==> src/rtl/cpu_pkg.sv <==
// Shared definitions for the 16-bit pipelined core: datapath width, opcodes,
// the fetch FSM encoding and the IF/ID payload layout.
package cpu_pkg;
  localparam int XLEN = 16;

  localparam logic [3:0]      HALT_OPCODE = 4'hF;
  localparam logic [XLEN-1:0] NOP_INSTR   = 16'h0000;

  typedef enum logic {
    FS_RUN    = 1'b0,
    FS_HALTED = 1'b1
  } fetch_state_e;

  typedef struct packed {
    logic [XLEN-1:0] instr;
    logic [XLEN-1:0] pc2;
  } fetch_pkt_t;
endpackage

==> src/rtl/fetch_skid_buf.sv <==
// One-entry holding register for an instruction that arrived while ID was stalled.
module fetch_skid_buf
  import cpu_pkg::*;
(
  input  logic       clk,
  input  logic       rst,
  input  logic       load_i,
  input  logic       clear_i,
  input  fetch_pkt_t data_i,
  output logic       valid_o,
  output fetch_pkt_t data_o
);
  logic       valid_q;
  fetch_pkt_t data_q;

  // Clear wins over load: a redirect must never leave a squashed entry behind.
  always_ff @(posedge clk) begin
    if (rst) begin
      valid_q <= 1'b0;
    end else if (clear_i) begin
      valid_q <= 1'b0;
    end else if (load_i) begin
      valid_q <= 1'b1;
      data_q  <= data_i;
    end
  end

  assign valid_o = valid_q;
  assign data_o  = data_q;
endmodule

==> src/rtl/fetch_stage.sv <==
// Instruction fetch: owns the PC, issues valid-hold requests to instruction
// memory and feeds IF/ID, handling stall, redirect squash and HLT.
module fetch_stage #(
  parameter logic [15:0] RESET_PC    = 16'h0000,
  parameter logic [15:0] NOP_INSTR   = cpu_pkg::NOP_INSTR,
  parameter logic [3:0]  HALT_OPCODE = cpu_pkg::HALT_OPCODE
) (
  input  logic        clk,
  input  logic        rst,
  input  logic        stall,
  input  logic        redirect_valid,
  input  logic [15:0] redirect_pc,
  output logic        imem_req,
  output logic [15:0] imem_addr,
  input  logic        imem_valid,
  input  logic [15:0] imem_data,
  output logic        if_wen,
  output logic [15:0] instr_out,
  output logic [15:0] pc_plus2_out,
  output logic        instr_valid_out,
  output logic        halted
);
  import cpu_pkg::*;

  fetch_state_e    state_q, state_d;
  logic [XLEN-1:0] pc_q, pc_d, hold_addr_q, hold_addr_d, pc_inc;
  logic            drop_q, drop_d;
  logic            accept, is_hlt;
  logic            buf_valid, buf_load, buf_clear;
  fetch_pkt_t      buf_in, buf_out;

  assign pc_inc   = pc_q + 16'd2;
  assign imem_req = (state_q == FS_RUN) & ~buf_valid & ~rst;
  // A squashed request keeps presenting its original address until it completes.
  assign imem_addr = drop_q ? hold_addr_q : pc_q;
  assign accept    = imem_valid & imem_req & ~drop_q & ~redirect_valid;
  assign is_hlt    = (imem_data[15:12] == HALT_OPCODE);
  assign halted    = (state_q == FS_HALTED) & ~rst;

  assign buf_load  = accept & stall;
  assign buf_clear = redirect_valid | (~stall & buf_valid);
  assign buf_in    = '{instr: imem_data, pc2: pc_inc};

  fetch_skid_buf u_skid (
    .clk    (clk),
    .rst    (rst),
    .load_i (buf_load),
    .clear_i(buf_clear),
    .data_i (buf_in),
    .valid_o(buf_valid),
    .data_o (buf_out)
  );

  always_comb begin
    if_wen          = 1'b1;
    instr_out       = NOP_INSTR;
    pc_plus2_out    = 16'h0000;
    instr_valid_out = 1'b0;
    pc_d            = pc_q;
    state_d         = state_q;
    drop_d          = drop_q;
    hold_addr_d     = hold_addr_q;
    if (rst) begin
      // reset cycle: flush IF/ID with a bubble, no state advance
    end else if (redirect_valid) begin
      pc_d    = redirect_pc;
      state_d = FS_RUN;
      if (imem_req && !imem_valid) begin
        drop_d      = 1'b1;
        hold_addr_d = imem_addr;
      end else begin
        drop_d = 1'b0;
      end
    end else begin
      if (drop_q && imem_valid) drop_d = 1'b0;
      // HLT parks the PC on its own address; only a redirect restarts fetch.
      if (accept) begin
        if (is_hlt) state_d = FS_HALTED;
        else        pc_d    = pc_inc;
      end
      if (stall) begin
        if_wen = 1'b0;
      end else if (buf_valid) begin
        instr_out       = buf_out.instr;
        pc_plus2_out    = buf_out.pc2;
        instr_valid_out = 1'b1;
      end else if (accept) begin
        instr_out       = imem_data;
        pc_plus2_out    = pc_inc;
        instr_valid_out = 1'b1;
      end
    end
  end

  always_ff @(posedge clk) begin
    if (rst) begin
      pc_q        <= RESET_PC;
      state_q     <= FS_RUN;
      drop_q      <= 1'b0;
      hold_addr_q <= RESET_PC;
    end else begin
      pc_q        <= pc_d;
      state_q     <= state_d;
      drop_q      <= drop_d;
      hold_addr_q <= hold_addr_d;
    end
  end
endmodule

==> config.mk <==
export PLATFORM = sky130hd
export DESIGN_NAME = fetch_stage
export DESIGN_NICKNAME = d
export VERILOG_FILES = /design/src/rtl/cpu_pkg.sv /design/src/rtl/fetch_skid_buf.sv /design/src/rtl/fetch_stage.sv
export SDC_FILE = /design/constraint.sdc
export NUM_CORES = 1
export LEC_CHECK = 0
export ABC_AREA = 1
export CAP_MARGIN = 20
export CORE_MARGIN = 2
export CORE_UTILIZATION = 41
export CTS_BUF_LIST = sky130_fd_sc_hd__clkbuf_8 sky130_fd_sc_hd__clkbuf_16
export CTS_CLUSTER_SIZE = 16
export DETAILED_ROUTE_END_ITERATION = 7
export HOLD_SLACK_MARGIN = 0.12
export PLACE_DENSITY = 0.73
export SLEW_MARGIN = 20
export SYNTH_ARGS = -nofsm -noshare
export SYNTH_HDL_FRONTEND = slang
export SYNTH_SLANG_ARGS = --single-unit
==> constraint.sdc <==
create_clock -name clk -period 4.25 [get_ports clk]
set_input_delay 1.0625 -clock clk [delete_from_list [all_inputs] [get_ports clk]]
set_output_delay 1.0625 -clock clk [all_outputs]
set_load 0.005 [all_outputs]
==> results of run 1 <==
## kinds of logic (layout without fill, tap and decap cells)
logic type	Yosys count	in the layout	share of synthesized area [%]
AO/OA/AOI/OAI	106	106	18.08
adder cells (fa/ha/maj)	1	1	0.3544
XOR/XNOR	3	3	0.7446
AND/OR/NAND/NOR	195	195	24.50
buffers and inverters	67	156	9.252
flip-flops	67	67	47.08
## path summary, 6_finish.rpt
check	slack, ns	cells after the start	to
min	0.45	2	hold_addr_q[15]
min reg2reg	0.45	2	hold_addr_q[15]
max	0.13	9	pc_plus2_out[6]
max reg2reg	2.41	7	pc_q[1]
## flip-flops by register name (all words and copies together), names as in the netlist
| name | cells |
|---|---|
| u_skid.valid_o | 1 |
| state_q | 1 |
| u_skid.data_o | 32 |
| hold_addr_q | 16 |
| pc_q | 16 |
| drop_q | 1 |
## layout by cell type (no fill, tap or decap), drive strengths merged
| master | Yosys | final |
|---|---|---|
| a21boi | 8 | 8 |
| a21oi | 39 | 39 |
| a22oi | 22 | 22 |
| and2 | 2 | 2 |
| buf | 17 | 9 |
| bufinv | 0 | 1 |
| clkbuf | 7 | 9 |
| clkdlybuf4s50 | 0 | 88 |
| clkinv | 0 | 3 |
| clkinvlp | 0 | 2 |
| dfxtp | 35 | 35 |
| edfxtp | 32 | 32 |
| ha | 1 | 1 |
| inv | 43 | 44 |
| nand2 | 111 | 111 |
| nand3 | 17 | 17 |
| nand4 | 5 | 5 |
| nor2 | 58 | 58 |
| nor3 | 1 | 1 |
| o21ai | 36 | 36 |
| o31ai | 1 | 1 |
| or2 | 1 | 1 |
| xor2 | 3 | 3 |
## metrics by stage
step | worst slack, ns | instance area (um2) | hold WS, ns
floorplan | 1.034 | 3530 | 0.4237
global placement | 0.1905 | 4472 | 0.4325
detailed placement | 0.1641 | 4472 | 0.4363
CTS | 0.1615 | 4666 | 0.4466
global route | 0.02357 | 4666 | 0.4699
finish | 0.1292 | 4666 | 0.4453
## worst min-delay path, delay by kind of cell (launching register included)
| kind | cells | cell delay, ns |
|---|---|---|
| buffers and inverters | 1 | 0.04 |
| DFF | 1 | 0.31 |
| AOI/OAI and AO/OA | 1 | 0.05 |
## synthesized netlist by cell type
cell / n
sky130_fd_sc_hd__buf_2: 5
sky130_fd_sc_hd__nand3_2: 3
sky130_fd_sc_hd__ha_1: 1
sky130_fd_sc_hd__inv_1: 33
sky130_fd_sc_hd__edfxtp_1: 32
sky130_fd_sc_hd__nor2_1: 46
sky130_fd_sc_hd__nor2_2: 6
sky130_fd_sc_hd__or2_1: 1
sky130_fd_sc_hd__nand3_4: 1
sky130_fd_sc_hd__clkbuf_2: 1
sky130_fd_sc_hd__nor2_4: 6
sky130_fd_sc_hd__o21ai_0: 33
sky130_fd_sc_hd__nand2_2: 1
sky130_fd_sc_hd__buf_6: 6
sky130_fd_sc_hd__and2_1: 2
sky130_fd_sc_hd__nor3_1: 1
sky130_fd_sc_hd__nand3_1: 13
sky130_fd_sc_hd__a21oi_1: 31
sky130_fd_sc_hd__a21oi_2: 8
sky130_fd_sc_hd__inv_2: 10
sky130_fd_sc_hd__nand2_1: 110
sky130_fd_sc_hd__a22oi_1: 22
sky130_fd_sc_hd__o21ai_1: 3
sky130_fd_sc_hd__a21boi_1: 8
sky130_fd_sc_hd__clkbuf_1: 6
sky130_fd_sc_hd__buf_4: 6
sky130_fd_sc_hd__o31ai_1: 1
sky130_fd_sc_hd__xor2_1: 3
sky130_fd_sc_hd__nand4_1: 5
sky130_fd_sc_hd__dfxtp_1: 35
## area by class of cell
class                           count  area, um2  area share [%]
Clock inverter                      7      70.07           1.502
Inverter                           43      161.4           3.459
Sequential cell                    67       1662           35.61
Clock buffer                        9      123.9           2.655
Tap cell                          105      131.4           2.816
Multi-Input combinational cell    305       1544           33.09
Timing Repair Buffer               97      973.4           20.86
## where the power goes
part / internal (mW) / switching, mW
registers: 0.698 / 0.0202
logic: 0.0884 / 0.0955
clock network: 0.269 / 0.246
## routing by layer
layer,GRT usage (%),vias up,wire (um)
li1,-,1620,-
met1,25.95,1418,4282
met2,28.85,82,3969
met3,3.324,15,357
met4,8.559,0,183
met5,0,-,0
==> impl_metrics.prom, run 1 <==
# TYPE chip_impl_metric gauge
chip_impl_metric{name="setup-violations-final",unit=""} 0
chip_impl_metric{name="grt_pass1_vias",unit=""} 2992
chip_impl_info{name="yosys.area.top_type",value="sky130_fd_sc_hd__edfxtp_1"} 1
chip_impl_metric{name="portBuffers",unit=""} 88
chip_impl_metric{name="die_width",unit="um"} 96.79
chip_impl_info{name="critical-path-top-delay-family",value="buffers and inverters"} 1
chip_impl_metric{name="max_cap_violations",unit=""} 0
chip_impl_metric{name="fin_setup_tns",unit="ns"} 0
chip_impl_metric{name="grt_start_max_net_pins",unit=""} 34
chip_impl_info{name="result_of_the_run",value="finished clean"} 1
chip_impl_metric{name="floorplan.core_area",unit="um2"} 8299
chip_impl_metric{name="synthToLayoutAreaGrowth",unit="%"} 32.19
chip_impl_metric{name="cts_resized",unit=""} 0
chip_impl_metric{name="cts_setup_buffers",unit=""} 0
chip_impl_metric{name="synth.cell_area",unit="um2"} 3530
chip_impl_metric{name="ys_seq_area_share",unit="%"} 47.08
chip_impl_metric{name="worstPathBufferInverterCount",unit=""} 4
chip_impl_metric{name="wire_length_of_the_first_global_routing_pass",unit="mm"} 14.36
chip_impl_metric{name="power",unit="mW"} 1.416
chip_impl_metric{name="drc",unit=""} 0
chip_impl_info{name="setup.worst_path.start_class",value="input pin"} 1
chip_impl_metric{name="route.final.wire_length",unit="mm"} 8.792
chip_impl_metric{name="dieArea",unit="um2"} 9367
chip_impl_metric{name="design.final.nets",unit=""} 561
chip_impl_metric{name="finClkSkew",unit="ns"} 0.01067
chip_impl_metric{name="clkLatencyLatePin",unit="ns"} 0.34
chip_impl_metric{name="cp_data_arrival_time",unit="ns"} 3.06
chip_impl_info{name="crit_path_end_kind",value="output port"} 1
chip_impl_metric{name="final_util",unit="%"} 56.22
chip_impl_metric{name="min_period",unit="ns"} 4.121
chip_impl_info{name="worstSetupStartpoint",value="rst"} 1
chip_impl_info{name="holdCritStartpoint",value="hold_addr_q[15]"} 1
chip_impl_metric{name="worst_slew_pin_slew",unit="ns"} 0.8321
chip_impl_info{name="worstReg2RegStart",value="drop_q"} 1
chip_impl_metric{name="max_freq",unit="MHz"} 242.7
chip_impl_metric{name="initial_core_util",unit="%"} 42.53
chip_impl_info{name="unrepaired_setup_endpoints_after_global_routing",value="false"} 1
chip_impl_metric{name="leakagePower",unit="nW"} 1.589
chip_impl_metric{name="irDropWorstVdd",unit="uV"} 154.2
chip_impl_metric{name="ys_ff_latch",unit=""} 67
chip_impl_metric{name="yosysTopAreaCellShare",unit="%"} 27.22
chip_impl_info{name="ordered_cell_list_for_the_critical_path",value="clkdlybuf4s50_1 -> buf_4 -> nor2_4 -> nand3_4 -> nor2_4 -> buf_12 -> nand2_1 -> a21oi_1 -> clkdlybuf4s50_1"} 1
chip_impl_metric{name="detail_routed_net_length_per_standard_cell",unit="um"} 13.89
chip_impl_metric{name="critPathMaxFanout",unit=""} 20
chip_impl_metric{name="final_hold_viol_count",unit=""} 0
chip_impl_info{name="critPathSlowestCell",value="sky130_fd_sc_hd__clkdlybuf4s50_1"} 1
chip_impl_metric{name="postCtsHoldBufs",unit=""} 0
chip_impl_metric{name="dp.cells",unit=""} 617
chip_impl_metric{name="detailedRoute.firstIterationViolations",unit=""} 166
chip_impl_metric{name="globalplace.congestion",unit=""} 0.8661
chip_impl_metric{name="power_density",unit="nW/um2"} 303.5
chip_impl_metric{name="design.portCount",unit=""} 89
chip_impl_metric{name="htree_levels",unit=""} 3
chip_impl_info{name="synth_top_cells_by_area",value="sky130_fd_sc_hd__edfxtp_1 27%, sky130_fd_sc_hd__dfxtp_1 20%, sky130_fd_sc_hd__nand2_1 12%"} 1
chip_impl_metric{name="cpPeakStageDelay",unit="ns"} 0.54
chip_impl_metric{name="cts.clk_slew.worst_paths",unit="ns"} 0.07
chip_impl_metric{name="num_rows",unit=""} 33
chip_impl_metric{name="syn-mean-instance-area",unit="um2"} 8.040
chip_impl_metric{name="share_of_layout_cells_above_drive_strength_1",unit="%"} 11.17
chip_impl_metric{name="n_diodes",unit=""} 0
chip_impl_metric{name="vias_per_cell",unit=""} 4.953
chip_impl_metric{name="tritoncts.num_buffers",unit=""} 9
chip_impl_metric{name="clock-sinks",unit=""} 67
chip_impl_metric{name="number_of_antenna_violations_at_the_first_check_in_global_routing",unit=""} 0
chip_impl_info{name="clockRootBuffer",value="sky130_fd_sc_hd__clkbuf_8"} 1
chip_impl_metric{name="n_fill_cell",unit=""} 765
chip_impl_metric{name="yosys.cell_types.count",unit=""} 30
chip_impl_metric{name="slew_headroom",unit="%"} 44.45
chip_impl_metric{name="drt.antenna.violating_nets",unit=""} 0
chip_impl_info{name="tritoncts",value="yes"} 1
chip_impl_metric{name="place_hpwl",unit="mm"} 6.385
chip_impl_metric{name="postSynthCellCount",unit=""} 439
chip_impl_metric{name="clk_path_buf_depth",unit=""} 2
chip_impl_metric{name="globalRouteTotalUtil",unit="%"} 18.81
chip_impl_info{name="crit_type",value="in -> out"} 1
chip_impl_metric{name="synth.yosys.warnings",unit=""} 0
chip_impl_metric{name="die_height",unit="um"} 96.79
chip_impl_metric{name="routed-via-count",unit=""} 3135
chip_impl_metric{name="finish.cell_count_without_fillers",unit=""} 633
chip_impl_info{name="hp-class",value="reg -> reg"} 1
chip_impl_metric{name="synth.net_count",unit=""} 477
chip_impl_metric{name="first_pass_iters",unit=""} 4
chip_impl_metric{name="grt_overflow",unit=""} 0
chip_impl_metric{name="crit_required",unit="ns"} 3.19
chip_impl_metric{name="timing_max_transition_violations_final",unit=""} 0
chip_impl_metric{name="finalCritPeriodShare",unit="%"} 96.96
Note: power is estimated with default switching activity, not from simulation.
==> inputs of run 2 (changes only) <==
--- a/config.mk
+++ b/config.mk
@@ -6,7 +6,6 @@
 export NUM_CORES = 1
 export LEC_CHECK = 0
 export ABC_AREA = 1
-export CAP_MARGIN = 20
 export CORE_MARGIN = 2
 export CORE_UTILIZATION = 41
 export CTS_BUF_LIST = sky130_fd_sc_hd__clkbuf_8 sky130_fd_sc_hd__clkbuf_16
==> results of run 2 <==
The final DEF is identical to that of run 1; final timing and power are the same.
